[src/rtl/input_cond_pkg.sv]
// Shared constants and helpers for the switch/button input conditioner.
package input_cond_pkg;

    localparam int N_SW                    = 16;
    localparam int N_PB                    = 4;
    localparam int DEFAULT_DEBOUNCE_CYCLES = 4;

    // Counter width able to hold 0..cycles.
    function automatic int cnt_width(input int cycles);
        return $clog2(cycles + 1);
    endfunction

endpackage

[src/rtl/input_conditioner_debounce.sv]
// One conditioned input: 2-FF synchroniser, counter debounce, rising-edge pulse.
module debounce_cell
    import input_cond_pkg::*;
#(
    parameter int DEBOUNCE_CYCLES = DEFAULT_DEBOUNCE_CYCLES
) (
    input  logic clk,
    input  logic rst_n,
    input  logic raw,
    output logic db,
    output logic rise
);

    localparam int            CW       = cnt_width(DEBOUNCE_CYCLES);
    localparam logic [CW-1:0] CNT_LAST = CW'(DEBOUNCE_CYCLES - 1);

    generate
        if (DEBOUNCE_CYCLES < 1) begin : g_bad_param
            $fatal(1, "DEBOUNCE_CYCLES must be >= 1");
        end
    endgenerate

    logic          s1_q, s2_q;
    logic          stable_q, stable_d;
    logic [CW-1:0] cnt_q, cnt_d;
    logic          rise_q;

    // cnt tracks consecutive cycles in which s2 disagrees with the accepted level.
    always_comb begin
        stable_d = stable_q;
        cnt_d    = '0;
        if (s2_q != stable_q) begin
            if (cnt_q == CNT_LAST) begin
                stable_d = s2_q;
            end else begin
                cnt_d = cnt_q + 1'b1;
            end
        end
    end

    always_ff @(posedge clk) begin
        if (!rst_n) begin
            s1_q     <= 1'b0;
            s2_q     <= 1'b0;
            stable_q <= 1'b0;
            cnt_q    <= '0;
            rise_q   <= 1'b0;
        end else begin
            s1_q     <= raw;
            s2_q     <= s1_q;
            stable_q <= stable_d;
            cnt_q    <= cnt_d;
            rise_q   <= stable_d & ~stable_q;
        end
    end

    assign db   = stable_q;
    assign rise = rise_q;

endmodule

[src/rtl/input_conditioner.sv]
// Conditions raw board switches and push buttons: sync + debounce per channel.
module input_conditioner
    import input_cond_pkg::*;
#(
    parameter int N_SW            = input_cond_pkg::N_SW,
    parameter int N_PB            = input_cond_pkg::N_PB,
    parameter int DEBOUNCE_CYCLES = DEFAULT_DEBOUNCE_CYCLES
) (
    input  logic            clk,
    input  logic            rst_n,
    input  logic [N_SW-1:0] sw_raw,
    input  logic [N_PB-1:0] pb_raw,
    output logic [N_SW-1:0] sw_db,
    output logic [N_PB-1:0] pb_db,
    output logic [N_PB-1:0] pb_rise
);

    genvar i;
    generate
        // Switches only need the level; their edge pulse is not used downstream.
        for (i = 0; i < N_SW; i++) begin : g_sw
            debounce_cell #(.DEBOUNCE_CYCLES(DEBOUNCE_CYCLES)) u_cell (
                .clk  (clk),
                .rst_n(rst_n),
                .raw  (sw_raw[i]),
                .db   (sw_db[i]),
                .rise ()
            );
        end
        for (i = 0; i < N_PB; i++) begin : g_pb
            debounce_cell #(.DEBOUNCE_CYCLES(DEBOUNCE_CYCLES)) u_cell (
                .clk  (clk),
                .rst_n(rst_n),
                .raw  (pb_raw[i]),
                .db   (pb_db[i]),
                .rise (pb_rise[i])
            );
        end
    endgenerate

endmodule

[config.mk]
export PLATFORM = sky130hd
export DESIGN_NAME = input_conditioner
export DESIGN_NICKNAME = d
export VERILOG_FILES = /design/src/rtl/input_cond_pkg.sv /design/src/rtl/input_conditioner_debounce.sv /design/src/rtl/input_conditioner.sv
export SDC_FILE = /design/constraint.sdc
export NUM_CORES = 1
export LEC_CHECK = 0
export CAP_MARGIN = 20
export CORE_MARGIN = 2
export CORE_UTILIZATION = 55
export DETAILED_ROUTE_END_ITERATION = 12
export PLACE_DENSITY_LB_ADDON = 0.25
export SLEW_MARGIN = 25
export SYNTH_ARGS = -nofsm -noshare
export SYNTH_HDL_FRONTEND = slang
export SYNTH_SLANG_ARGS = --single-unit
[constraint.sdc]
create_clock -name clk -period 1.2 [get_ports clk]
set_input_delay 0.3 -clock clk [delete_from_list [all_inputs] [get_ports clk]]
set_output_delay 0.3 -clock clk [all_outputs]
set_load 0.02 [all_outputs]
==> results of run 1 <==
worst max path at each step:
stage / cells past startpoint / slack, ps / endpoint
6_report: 1 / -60 / sw_db[13]
5_1_grt: 1 / -110 / sw_db[0]
4_1_cts: 1 / -90 / sw_db[1]
3_5_place_dp: 3 / -60 / g_pb[0].u_cell.cnt_q[2]$_SDFF_PP0_
3_3_place_gp: 1 / -60 / sw_db[13]
2_1_floorplan: 4 / 80 / g_sw[15].u_cell.db$_SDFFE_PN0P_
state kept, by name (all words and copies together) (netlist names):
register,count
g_sw.u_cell.cnt_q,48
g_sw.u_cell.db,16
g_sw.u_cell.s1_q,16
g_sw.u_cell.s2_q,16
g_pb.u_cell.cnt_q,12
g_pb.u_cell.db,4
g_pb.u_cell.rise,4
g_pb.u_cell.s1_q,4
g_pb.u_cell.s2_q,4
cell families (layout without fill, tap and decap cells):
kind of cell               after synthesis  count (layout)  synth area share
AOI/OAI and AO/OA                        4               4           0.00639
xor gates and xnor gates                20              20            0.0373
adders and majority gates               40              40             0.107
buffers and inverters                   57             123            0.0730
DFF                                    124             124             0.528
muxes                                   16              16            0.0341
and+or+nand+nor                        128             128             0.214
where the power goes:
| group | leakage, nW | switching, W | internal, W |
|---|---|---|---|
| logic | 1.04 | 0.000107 | 0.000183 |
| clock network | 0.304 | 0.00188 | 0.00341 |
| registers | 1.02 | 0.0000397 | 0.00420 |
cell usage after synthesis:
cell,count
nor3b_1,4
mux2i_1,16
ha_1,40
nor4b_1,35
nor4b_2,5
buf_2,1
nand2_1,4
and2_1,40
nor4bb_1,20
and2b_1,4
xnor2_1,20
nor2b_1,12
a21boi_0,4
dfxtp_1,124
buf_4,24
clkbuf_1,7
inv_1,20
nand2b_1,4
buf_6,5
final cells by class:
type	count	area (µm²)	area share
timing repair buffer	71	708	0.113
inverter	20	75.1	0.0120
tap	105	131	0.0210
sequential	124	2520	0.403
clock buffer	17	414	0.0662
clock inverter	15	211	0.0338
multi-input combinational	208	2190	0.351
per-layer routing:
layer  vias to the layer above  wire (µm)
li1                       1431          -
met1                      1368       3270
met2                        47       4040
met3                        11        275
met4                         0        110
met5                         -          0
through the flow:
step / area (µm²) / util
floorplan: 4700 / -
global placement: 5200 / 0.629
detailed placement: 5200 / 0.629
CTS: 5980 / 0.724
global route: 6250 / 0.757
finish: 6250 / 0.757
repair_timing:
item / CTS / global route
resized for setup: 181 / 50
setup endpoints to repair: 33 / 69
pin swaps: 1 / 12
endpoints found under the hold margin: 0 / 0
setup buffers: 3 / 1
==> qor.csv, run 1 <==
stage,metric,value,unit
synth,yosys_warnings,0,
critical_path,endpoint_kind,primary output,
timing,fin_skew,8.60,ps
synth,yosys.area.top_type,dfxtp_1,
detailed_routing,ant_nets,0,
detailed_routing,vias_per_cell,5.10,
critical_path,path_buf_inv,1,
timing,fmax,793,MHz
critical_path,r2r-end,g_sw[9].u_cell.cnt_q[2]$_SDFF_PP0_,
layout,final_cells,560,
timing,fin_crit_sh,1.05,
floorplanning,die_area,0.00930,mm²
detailed_routing,wl,7700,µm
grt,antenna_found_initial,0,
power_and_ir_drop,p_leak,2.37,nW
layout,most-common-layout-cells,"dfxtp_1 (94), and2_1 (40), dfxtp_2 (30)",
clock_network,htree_levels,4,
power_and_ir_drop,ir_drop,0.00132,V
critical_path,cp.required,900,ps
power_and_ir_drop,power,0.00982,W
timing,tns,-1170,ps
floorplanning,fp.dieW,96.4,µm
layout,drive_gt1_frac,0.354,
grt,use_met3,0.0698,
critical_path,r2r-start,g_sw[9].u_cell.cnt_q[0]$_SDFF_PP0_,
clock_network,clkTransAtPathRegs,60,ps
critical_path,path_max_fanout,2,
synth,syn_area_per_cell,12.1,µm²
critical_path,r2r_cells,3,
timing,timing.final.ws_setup,-60.3,ps
grt,use_met1,0.180,
placement,hpwl,4300,µm
timing,slew_headroom,0.688,
timing,period_minus_slack,1260,ps
synth,synth.cell_area,0.00470,mm²
detailed_routing,drtIter0Drc,45,
clock_network,cts_buffers,17,
hold_path,holdPathStages,3,
hold_path,min_path_type,in -> reg,
clock_network,root_buffer,clkbuf_8,
clock_network,clock-sinks,124,
critical_path,crit_chain,buf_6,
layout,final_common_cell,dfxtp_1,
hold_path,holdPathEnd,g_sw[5].u_cell.db$_SDFFE_PN0P_,
critical_path,slowest_delay,340,ps
timing,finalHoldViolations,0,
synth,yosysTopAreaCellShare,0.528,
placement,finalWeightedCongestion,0.663,
synth,syn_inst,389,
placement,portBuffers,45,
power_and_ir_drop,powerDensity,1570,mW/mm²
synth,synthTopCellsByArea,"dfxtp_1 (53%), ha_1 (11%), nor4b_1 (6.5%)",
grt,first_global_vias,2829,
placement,dpl.cell_count,524,
critical_path,r2r_slack,10,ps
clock_network,clkLatencyLatePin,510,ps
floorplanning,rows,33,
clock_network,cts_hold_buffers,0,
flow_run,drv_cap,0,
detailed_routing,first_pass_iters,4,
timing,setup_violations,24,
grt,met2_usage,0.300,
floorplanning,core-area,0.00826,mm²
timing,tightest_slew,465,ps
synth,synth_nets,451,
layout,final_nets,504,
synth,yosysSeqAreaShare,0.528,
critical_path,arrival,960,ps
critical_path,critPathTopFamily,flip-flops,
grt,track_usage,0.172,
critical_path,cpMaxStageDelayCell,dfxtp_2,
detailed_routing,via_count,2857,
floorplanning,start_util,0.569,
outcome,status,"complete, but fails checks",
hold_path,min_from,rst_n,
synth,ys_ff_latch,124,
detailed_routing,route.detailed.drc,0,
timing,drv_slew,0,
layout,antennaDiodeCount,0,
grt,grt_pass1_wl,12100,µm
critical_path,startpoint,g_sw[13].u_cell.db$_SDFFE_PN0P_,
placement,dpl_worst_slack,-62.6,ps
clock_network,cts_buffer_depth,2,
timing,grt_setup_unrepaired,yes,
timing,hold_slack,277,ps
grt,grt_overflow,0,
layout,fillCellCount,544,
clock_network,cts_tree,done,
critical_path,critPathKind,reg -> out,
floorplanning,pin_count,46,
floorplanning,dieHeight,96.4,µm
critical_path,crit_path_start_kind,register,
layout,syn_to_final_growth,33.1,%
synth,synth_cell_type_count,19,
grt,busiest_layer,met2,
detailed_routing,wire_per_inst,13.8,µm
grt,grt_max_degree,64,
outcome,violations,negative setup slack,
No activity file was read; power rests on OpenSTA's default activity.
==> run 2, diff against run 1 <==
Settings changed: CORE_UTILIZATION 55 to 51.
Clock period 1.2 ns to 1.1 ns, I/O delays scaled along.
==> run 2 against run 1 <==
Compared with the run above:
- the run still ends with negative setup slack left
- via count is 0.74% higher
- non-clock buffer count is 5 higher
- sequential share of layout area is 3.7 points lower
- flip-flop and latch count stayed put
- register-to-register slack worse by 40 ps
- largest cell class is now multi-input gates
==> qor.csv, run 2 (same netlist as run 1, synthesis figures left out) <==
stage,metric,value,unit,change
floorplanning,core-area,0.00911,mm²,was 0.00826 mm²
critical_path,cp.required,820,ps,was 900 ps
clock_network,cts_hold_buffers,0,,unchanged
clock_network,root_buffer,clkbuf_8,,unchanged
critical_path,path_max_fanout,2,,unchanged
critical_path,critPathTopFamily,flip-flops,,unchanged
detailed_routing,wl,8100,µm,was 7700 µm
hold_path,min_path_type,in -> reg,,unchanged
layout,largest_register_ffs,48,,unchanged
floorplanning,start_util,0.516,,was 0.569
power_and_ir_drop,p_leak,2.47,nW,was 2.37 nW
power_and_ir_drop,powerDensity,1570,mW/mm²,about the same
critical_path,crit_path_start_kind,register,,unchanged
critical_path,critPathKind,reg -> out,,unchanged
floorplanning,pin_count,46,,unchanged
detailed_routing,route.detailed.drc,0,,unchanged
detailed_routing,vias_per_cell,5.04,,was 5.10
power_and_ir_drop,ir_drop,0.00128,V,was 0.00132 V
grt,track_usage,0.162,,was 0.172
critical_path,slowest_delay,340,ps,about the same
clock_network,clkTransAtPathRegs,60,ps,about the same
grt,antenna_found_initial,0,,unchanged
grt,grt_overflow,0,,unchanged
layout,drive_gt1_frac,0.520,,was 0.354
detailed_routing,drtIter0Drc,60,,was 45
critical_path,crit_chain,buf_6,,unchanged
flow_run,drv_cap,0,,unchanged
layout,final_nets,509,,was 504
detailed_routing,first_pass_iters,4,,unchanged
hold_path,holdPathStages,3,,unchanged
grt,grt_max_degree,65,,was 64
timing,fin_skew,9.86,ps,was 8.60 ps
clock_network,clkLatencyLatePin,500,ps,was 510 ps
critical_path,endpoint_kind,primary output,,unchanged
critical_path,r2r_cells,4,,was 3
placement,dpl.cell_count,531,,was 524
detailed_routing,ant_nets,0,,unchanged
clock_network,clock-sinks,124,,unchanged
clock_network,cts_buffers,17,,unchanged
placement,portBuffers,45,,unchanged
timing,tightest_slew,421,ps,was 465 ps
timing,fmax,811,MHz,
placement,finalWeightedCongestion,0.634,,was 0.663
timing,setup_violations,29,,was 24
layout,most-common-layout-cells,"dfxtp_1 (74), dfxtp_2 (48), and2_1 (40)",,"was dfxtp_1 (94), and2_1 (40), dfxtp_2 (30)"
critical_path,path_buf_inv,1,,unchanged
floorplanning,rows,35,,was 33
layout,final_cells,571,,was 560
layout,antennaDiodeCount,0,,unchanged
floorplanning,dieHeight,100,µm,was 96.4 µm
layout,final_common_cell,dfxtp_1,,unchanged
outcome,violations,negative setup slack,,unchanged
timing,timing.final.ws_setup,-133,ps,was -60.3 ps
critical_path,r2r_slack,-30,ps,was 10 ps
critical_path,cp.depth,1,,unchanged
timing,slew_headroom,0.717,,was 0.688
power_and_ir_drop,power,0.0109,W,was 0.00982 W
critical_path,arrival,960,ps,about the same
grt,grt_pass1_wl,12900,µm,"was 12,100 µm"
clock_network,htree_levels,4,,unchanged
timing,grt_setup_unrepaired,yes,,unchanged
floorplanning,fp.dieW,100,µm,was 96.4 µm
detailed_routing,via_count,2878,,"was 2,857"
critical_path,cpMaxStageDelayCell,dfxtp_2,,unchanged
clock_network,cts_buffer_depth,2,,unchanged
floorplanning,die_area,0.0100,mm²,was 0.00930 mm²
timing,period_minus_slack,1230,ps,
detailed_routing,wire_per_inst,14.2,µm,was 13.8 µm
layout,regMostFlops,g_sw.u_cell.cnt_q,,unchanged
layout,fillCellCount,576,,was 544
clock_network,cts_tree,done,,unchanged
placement,hpwl,4060,µm,was 4300 µm
timing,fin_crit_sh,1.12,,
timing,drv_slew,0,,unchanged
grt,first_global_vias,2948,,"was 2,829"
layout,syn_to_final_growth,48.2,%,was 33.1%
outcome,status,"complete, but fails checks",,unchanged
timing,finalHoldViolations,0,,unchanged
==> run 2: cell types whose count changed in the layout (fill, tap and decap cells not counted), sizes merged <==
cell    before  now
buf         51   56
clkinv       6    3
inv         24   26
clkbuf      17   18
==> run 2: path summary, 6_finish.rpt <==
| check | startpoint | to |
|---|---|---|
| setup / recovery | g_sw[6].u_cell.db$_SDFFE_PN0P_ | sw_db[6] |
| hold / removal | rst_n | g_sw[6].u_cell.db$_SDFFE_PN0P_ |
| setup reg to reg | g_sw[3].u_cell.cnt_q[1]$_SDFF_PP0_ | g_sw[3].u_cell.db$_SDFFE_PN0P_ |
| hold reg to reg | g_sw[10].u_cell.cnt_q[0]$_SDFF_PP0_ | g_sw[10].u_cell.cnt_q[0]$_SDFF_PP0_ |
==> run 2: what timing repair did <==
action	in CTS	in global routing
gates cloned	0	0
setup endpoints to repair	81	93
buffers inserted	6	4
gates resized for setup	261	80
pin swaps	34	25
==> run 2: area by class of cell <==
type	instances	area, µm²	area share
clock inverters	14	205	0.0295
flip-flops and latches	124	2550	0.366
inverters	20	75.1	0.0108
multi-input cells	208	2830	0.406
well taps	111	139	0.0199
repair buffers	76	737	0.106
clock buffers	18	428	0.0615
==> run 2: stage by stage <==
stage               utilization  worst slack, ps  area [µm²]  hold WS, ps  setup TNS (ps)
detailed placement        0.573             -143        5220          418           -3550
floorplan                     -            -2.78        4710          402           -2.78
finish                    0.764             -133        6960          268           -2860
CTS                       0.707             -151        6440          258           -3420
global placement          0.573             -131        5220          413           -2200
global route              0.764             -175        6960          266           -4360
==> run 2: layer usage <==
metal / vias up / share of wire / GRT usage
li1: 1437 / - / -
met1: 1390 / 0.41 / 0.188
met2: 40 / 0.55 / 0.278
met3: 11 / 0.028 / 0.0432
met4: 0 / 0.012 / 0.0811
met5: - / 0 / 0
==> run 2: report_power, final <==
part / switching, W / internal, W
combinational: 0.000137 / 0.000248
clock: 0.00210 / 0.00380
sequential: 0.0000565 / 0.00458
==> run 3, diff against run 2 <==
Settings changed: CAP_MARGIN 20 to not set.
==> results of run 3 <==
Same layout as run 2: the final DEF is identical, and so are final timing and power.
